## src/rtl/fetch_target_queue_pkg.sv

```systemverilog
// Shared fetch-pipeline types: branch info from the predictor and the FTQ entry layout.
// FTQ_DEPTH may be predefined to override the default queue depth.
`ifndef FTQ_DEPTH
`define FTQ_DEPTH 8
`endif

package fetch_target_queue_pkg;

   localparam int FtqDepth      = `FTQ_DEPTH;
   localparam int FtqFetchWidth = 2;
   localparam int FtqBrIdxW     = (FtqFetchWidth > 1) ? $clog2(FtqFetchWidth) : 1;

   typedef enum logic [1:0] {
      BR_NONE = 2'd0,
      BR_COND = 2'd1,
      BR_CALL = 2'd2,
      BR_RET  = 2'd3
   } BrTypeE;

   typedef struct packed {
      logic                 taken;
      logic [1:0]           lphr;
      BrTypeE               br_type;
      logic [2:0]           ras_ptr;
      logic [FtqBrIdxW-1:0] br_idx;
   } BrInfoSt;

   typedef struct packed {
      logic [31:0]              pc;
      logic [FtqFetchWidth-1:0] slot_valid;
      BrInfoSt                  br_info;
   } FtqEntrySt;

   function automatic FtqEntrySt makeEntry(input logic [31:0] pc,
                                           input logic [FtqFetchWidth-1:0] slotValid,
                                           input BrInfoSt brInfo);
      FtqEntrySt entry;
      entry.pc         = pc;
      entry.slot_valid = slotValid;
      entry.br_info    = brInfo;
      return entry;
   endfunction

endpackage

```

## src/rtl/ftq_ring_ptr.sv

```systemverilog
// Ring pointer with a wrap bit above the index; clear wins over increment.
import fetch_target_queue_pkg::*;

module ftq_ring_ptr #(
   parameter int IDX_W = 3
) (
   input  logic           clk,
   input  logic           rst_n,
   input  logic           inc_i,
   input  logic           clr_i,
   output logic [IDX_W:0] ptr_o
);

   logic [IDX_W:0] ptr_q;
   logic [IDX_W:0] ptr_d;

   // The index rolls into the wrap bit because the depth is a power of two.
   always_comb begin
      ptr_d = ptr_q;
      if (clr_i) begin
         ptr_d = '0;
      end else if (inc_i) begin
         ptr_d = ptr_q + 1'b1;
      end
   end

   always_ff @(posedge clk or negedge rst_n) begin
      if (!rst_n) begin
         ptr_q <= '0;
      end else begin
         ptr_q <= ptr_d;
      end
   end

   assign ptr_o = ptr_q;

endmodule

```

## src/rtl/fetch_target_queue.sv

```systemverilog
// Fetch target queue: decouples branch prediction from ICache fetch, one group per entry.
// Define FTQ_BYPASS_EN for a zero-latency path from the BPU to fetch when the queue is empty.
import fetch_target_queue_pkg::*;

module fetch_target_queue #(
   parameter int DEPTH       = FtqDepth,
   parameter int FETCH_WIDTH = FtqFetchWidth
) (
   input  logic                   clk,
   input  logic                   rst_n,
   input  logic                   flush_i,
   input  logic                   bpu_valid_i,
   input  logic [31:0]            bpu_pc_i,
   input  logic [FETCH_WIDTH-1:0] bpu_slot_valid_i,
   input  BrInfoSt                bpu_br_info_i,
   output logic                   bpu_ready_o,
   output logic                   fetch_valid_o,
   input  logic                   fetch_ready_i,
   output logic [31:0]            fetch_pc_o,
   output logic [FETCH_WIDTH-1:0] fetch_slot_valid_o,
   output BrInfoSt                fetch_br_info_o,
   output logic [$clog2(DEPTH):0] count_o
);

   localparam int IdxW = $clog2(DEPTH);

   logic [IdxW:0] headPtr;
   logic [IdxW:0] tailPtr;
   FtqEntrySt     entryMem_q [DEPTH];
   FtqEntrySt     enqEntry;
   FtqEntrySt     headEntry;
   FtqEntrySt     outEntry;
   logic          isEmpty;
   logic          isFull;
   logic          enqFire;
   logic          deqFire;
   logic          writeEn;

   assign isEmpty = (headPtr == tailPtr);
   assign isFull  = (headPtr[IdxW-1:0] == tailPtr[IdxW-1:0]) && (headPtr[IdxW] != tailPtr[IdxW]);

   // Ready comes from registered pointers only, so the BPU never sees a path from fetch_ready_i.
   assign bpu_ready_o = ~isFull;
   assign enqFire     = bpu_valid_i & ~isFull & (|bpu_slot_valid_i) & ~flush_i;
   assign deqFire     = ~isEmpty & fetch_ready_i & ~flush_i;
   assign enqEntry    = makeEntry(bpu_pc_i, bpu_slot_valid_i, bpu_br_info_i);
   assign headEntry   = entryMem_q[headPtr[IdxW-1:0]];

`ifdef FTQ_BYPASS_EN
   logic bypassHit;

   // A group arriving at an empty queue is shown immediately and only stored if fetch stalls.
   assign bypassHit     = isEmpty & enqFire;
   assign writeEn       = enqFire & ~(bypassHit & fetch_ready_i);
   assign fetch_valid_o = ~isEmpty | bypassHit;
   assign outEntry      = bypassHit ? enqEntry : headEntry;
`else
   assign writeEn       = enqFire;
   assign fetch_valid_o = ~isEmpty;
   assign outEntry      = headEntry;
`endif

   assign fetch_pc_o         = outEntry.pc;
   assign fetch_slot_valid_o = outEntry.slot_valid;
   assign fetch_br_info_o    = outEntry.br_info;
   assign count_o            = tailPtr - headPtr;

   ftq_ring_ptr #(.IDX_W(IdxW)) uHeadPtr (
      .clk   (clk),
      .rst_n (rst_n),
      .inc_i (deqFire),
      .clr_i (flush_i),
      .ptr_o (headPtr)
   );

   ftq_ring_ptr #(.IDX_W(IdxW)) uTailPtr (
      .clk   (clk),
      .rst_n (rst_n),
      .inc_i (writeEn),
      .clr_i (flush_i),
      .ptr_o (tailPtr)
   );

   // Entries are zeroed only by reset; a flush just rewinds the pointers.
   always_ff @(posedge clk or negedge rst_n) begin
      if (!rst_n) begin
         for (int i = 0; i < DEPTH; i++) begin
            entryMem_q[i] <= '0;
         end
      end else if (writeEn) begin
         entryMem_q[tailPtr[IdxW-1:0]] <= enqEntry;
      end
   end

endmodule
```

## config.mk

```make
export PLATFORM = sky130hd
export DESIGN_NAME = fetch_target_queue
export DESIGN_NICKNAME = d
export VERILOG_FILES = /design/src/rtl/fetch_target_queue_pkg.sv /design/src/rtl/ftq_ring_ptr.sv /design/src/rtl/fetch_target_queue.sv
export SDC_FILE = /design/constraint.sdc
export NUM_CORES = 1
export LEC_CHECK = 0
export ABC_AREA = 1
export CORE_ASPECT_RATIO = 2
export CORE_MARGIN = 2
export CORE_UTILIZATION = 30
export DETAILED_ROUTE_END_ITERATION = 16
export PLACE_DENSITY_LB_ADDON = 0.15
export SLEW_MARGIN = 20
export SYNTH_ARGS = -nofsm -noshare
export SYNTH_HDL_FRONTEND = slang
export SYNTH_SLANG_ARGS = --single-unit
```

## constraint.sdc

```tcl
create_clock -name clk -period 2.2 [get_ports clk]
set_input_delay 0.22 -clock clk [delete_from_list [all_inputs] [get_ports clk]]
set_output_delay 0.22 -clock clk [all_outputs]
set_load 0.01 [all_outputs]
```

==> impl.org <==
** Setup path
- The critical path starts at uHeadPtr.ptr_o[0].
- The startpoint identified for the worst register-to-register timing path is uHeadPtr.ptr_o[0].
- In this design, the stage delay of the slowest critical-path cell is 0.55 ns.
- For the worst flop-to-flop path, the logic depth is 10.
- The worst setup path is launched from a flip-flop.
- Data required time of the critical path :: 1.98 ns
- Of all nets on the critical path, the largest fanout is 6.
- Worst path cell trace :: buf_4 -> ha_4 -> inv_2 -> fa_2 -> xor2_2 -> buf_2
- The worst setup path is captured at a primary output.
- Crit Path Class :: flip-flop to primary output
- Cell with the biggest individual delay on the critical path :: dfrtp_4
- Data arrives at the worst endpoint at 2.15 ns.

** Global routing
- Via count of the first global-routing pass :: 17,700
- Initial antenna violation count :: 1
- Wire length of the first global-routing pass :: 113,000 um
- Global routing finished with a remaining overflow of 0.
- Entering global routing, the biggest net connects 74 pins.
- In the global route stage, overall resource usage came out at 0.232.

** Run status
- Violations in the final reports :: setup timing
- Outcome :: complete, but fails checks

** Logic synthesis
- Of the total synthesized cell area, the portion taken by AND, OR, NAND and NOR gates is 0.346.
- Register bit count reported by yosys :: 352
- Of the total synthesized cell area, the portion taken by full adders, half adders and majority gates is 0.00448.
- The average instance in the mapped netlist occupies 8.08 sq um.
- Sequential fraction of the synthesis area :: 0.478
- The portion of synthesized area spent on multiplexers is 0.
- The Yosys step of the flow raised 0 warnings.
- Syn Nets :: 2,337
- Largest family of logic cells by synthesized area :: simple AND/OR/NAND/NOR gates
- Post-Synth XOR/XNOR Area :: 0.00237
- In the synthesized netlist, the number of instances is 2,283.
- After synthesis the cells add up to 0.0184 sq mm.
- Synthesized-area fraction occupied by ao, oa, aoi and oai cells :: 0.0789
- Counting distinct cell types in the post-synthesis netlist gives 30.

** Place
- Worst-case setup slack after placement :: -0.0310 ns
- Global placer's final weighted congestion :: 0.802
- The HPWL after detailed placement is 41,400 um.
- Input and output buffers added on the ports amount to 96.

** STA
- The number of failing hold endpoints at the final stage came to 0.
- Setup repair after global routing could not meet its margin everywhere.
- Setup violations remaining at the end of the flow were counted as 49.
- Hold Worst Slack :: 0.247 ns
- Timing would allow up to 421 MHz.
- Across the routed clock network, the largest skew measured is 0.0153 ns.
- For the finished layout, the period the worst path requires is 2.37 ns.
- The number of pins exceeding their max-slew limit in the final report is 0.
- Dividing the final minimum period by the clock period gives 1.08.
- Max-slew headroom at the worst pin :: 0.559
- Minimum setup slack in the final design :: -0.175 ns
- At the pin with the least slew margin, the transition time is 0.662 ns.

** Clock tree
- After clock tree synthesis, the clock-pin slew on the worst setup and hold paths is 0.07 ns.
- In this run, CTS created clock tree buffers numbering 36.
- Cell at the root of the clock tree :: clkbuf_16
- Clock latency on the worst-skew pair, taken at its later pin, is 0.55 ns.
- Clock buffer depth :: 3
- The clock drives 352 sinks.
- The H-tree generated during clock tree synthesis spans 2 levels.
- Clock tree from TritonCTS :: done

** Floorplanning
- Die area :: 0.0636 sq mm
- In this run the horizontal extent of the chip is 179 um.
- For this configuration, the core starts out at a cell density of 0.303.
- Die Y :: 355 um
- Number of placed I/O pins :: 97
- Core area :: 0.0609 sq mm
- The floorplan has 128 rows.

** Route
- In this run the remaining antenna-violating nets after routing total 0.
- Count of TritonRoute iterations in the first routing pass :: 6
- Aggregate routed wire length :: 73,800 um
- Top layer in use :: met5
- Met3 routed WL :: 3560 um
- After detailed routing, the number of vias per cell comes to 5.52.
- Detailed routing placed a total of 37,400 um of wire on met2.
- Number of remaining DRC errors :: 0
- Wire per inst :: 23.5 um
- Vias post-DR :: 17,400
- Post-route met1 wirelength :: 30,200 um
- For this block, the initial DRC count from the detailed router was 1,433.

** Layout
- In the final layout, the share of cells above drive strength 1 is 0.199.
- Count of inserted antenna diode cells :: 0
- Final layout net count :: 2,395
- From synthesis to final layout, the design area changed by 24.9%.

** Power
- Static leakage :: 11.4 nW
- Worst supply voltage drop on vdd :: 0.553 mV
- The design draws 0.0203 W.
- For this design the ratio of total power to cell area is 882 mW/mm^2.

** Run
- Total of max-cap violations :: 0

** Hold path
- In this run the worst hold path is classified as primary input to asynchronous set/reset pin.
-- area by class of cell --
cell class	count	area (sq um)
Clock inverter	4	95.1
Tap cell	780	976
Timing Repair Buffer	274	3520
Multi-Input combinational cell	1662	8500
Fill cell	6258	37800
Inverter	15	81.3
Clock buffer	54	1040
Sequential cell	352	8810
-- placed cells by master, fill, tap and decap left out, types with 30 or more instances in the layout --
master,netlist,layout
buf_4,16,67
nor2_1,174,128
clkbuf_16,0,42
nor2_2,1,31
dfrtp_1,352,349
o21ai_2,1,30
nand2_2,40,68
buf_12,0,73
o22ai_1,85,67
o21ai_0,167,82
o21ai_1,10,65
clkdlybuf4s50_1,0,46
nand4_1,345,345
nand2_1,797,769
buf_6,55,46
-- metrics by stage --
stage | instances | utilization | TNS [ns] | cell area, sq um
floorplan | 2283 | - | 0 | 18400
global route | 3141 | 0.378 | -9.03 | 23000
global placement | 3039 | 0.338 | -0.153 | 20600
CTS | 3131 | 0.370 | -5.84 | 22500
detailed placement | 3039 | 0.338 | -0.0388 | 20600
finish | 3141 | 0.378 | -4.52 | 23000
-- flip-flops by register name, summed over array words and instances (netlist names) --
register / cells
entryMem_q: 344
uHeadPtr.ptr_o: 4
uTailPtr.ptr_o: 4
-- kinds of logic after synthesis --
group / after synthesis
simple gates: 1385
fa+ha+maj: 6
compound gates: 266
flops: 352
buf+inv: 269
xor+xnor: 5
-- where the power goes --
| group | internal, W | switching, W |
|---|---|---|
| combinational | 0.00270 | 0.00339 |
| clock | 0.00360 | 0.00271 |
| sequential | 0.00735 | 0.000555 |
| total | 0.0136 | 0.00666 |
-- worst max-delay path, delay by kind of cell, from the launching register on --
| family | cells | cell delay [ns] |
|---|---|---|
| xor+xnor | 1 | 0.18 |
| fa+ha+maj | 2 | 0.49 |
| buf+inv | 3 | 0.38 |
| flops | 1 | 0.55 |
-- synth_stat cells --
master,count,share of area
clkbuf_1,67,0.014
a21oi_4,1,0.00088
a21oi_1,1,0.00027
nor2_2,1,0.00034
nand3_1,12,0.0033
buf_4,16,0.0065
a21boi_0,1,0.00041
nand4_1,345,0.12
nand2_2,40,0.014
ha_1,5,0.0034
clkbuf_2,41,0.011
inv_1,9,0.0018
nor2_4,5,0.0031
nand4_4,8,0.0092
clkinv_1,1,0.00020
nor2_1,174,0.035
xor2_1,5,0.0024
nor3_4,2,0.0018
fa_1,1,0.0011
clkbuf_8,4,0.0030
nand2_4,1,0.00061
inv_2,5,0.0010
buf_6,55,0.034
o22ai_1,85,0.029
nand2_1,797,0.16
dfrtp_1,352,0.48
o21ai_1,10,0.0027
buf_2,71,0.019
o21ai_2,1,0.00047
o21ai_0,167,0.045
-- routing by layer --
layer | global-route usage | vias to the layer above
met5 | 0 | -
met4 | 0.0803 | 2
met3 | 0.0245 | 132
met2 | 0.405 | 610
met1 | 0.295 | 8741
li1 | - | 7868
-- path summary, 6_finish.rpt --
| path | to | slack (ns) |
|---|---|---|
| max | count_o[2] | -0.17 |
| min | entryMem_q[80] | 0.25 |
| max reg2reg | entryMem_q[156] | 0.03 |
| min reg2reg | entryMem_q[246] | 0.47 |
| max in group asynchronous | entryMem_q[193] | 1.21 |
| min in group clk | entryMem_q[246] | 0.47 |
-- timing repair --
action | in CTS | in global routing
pin swaps | 60 | 57
gates cloned | 9 | 6
buffers inserted | 24 | 8
hold endpoints to repair | 46 | 0
gates resized for setup | 378 | 142
endpoints found under the setup margin | 49 | 48
hold buffers | 1 | 0
(Power assumes the default switching activity.)
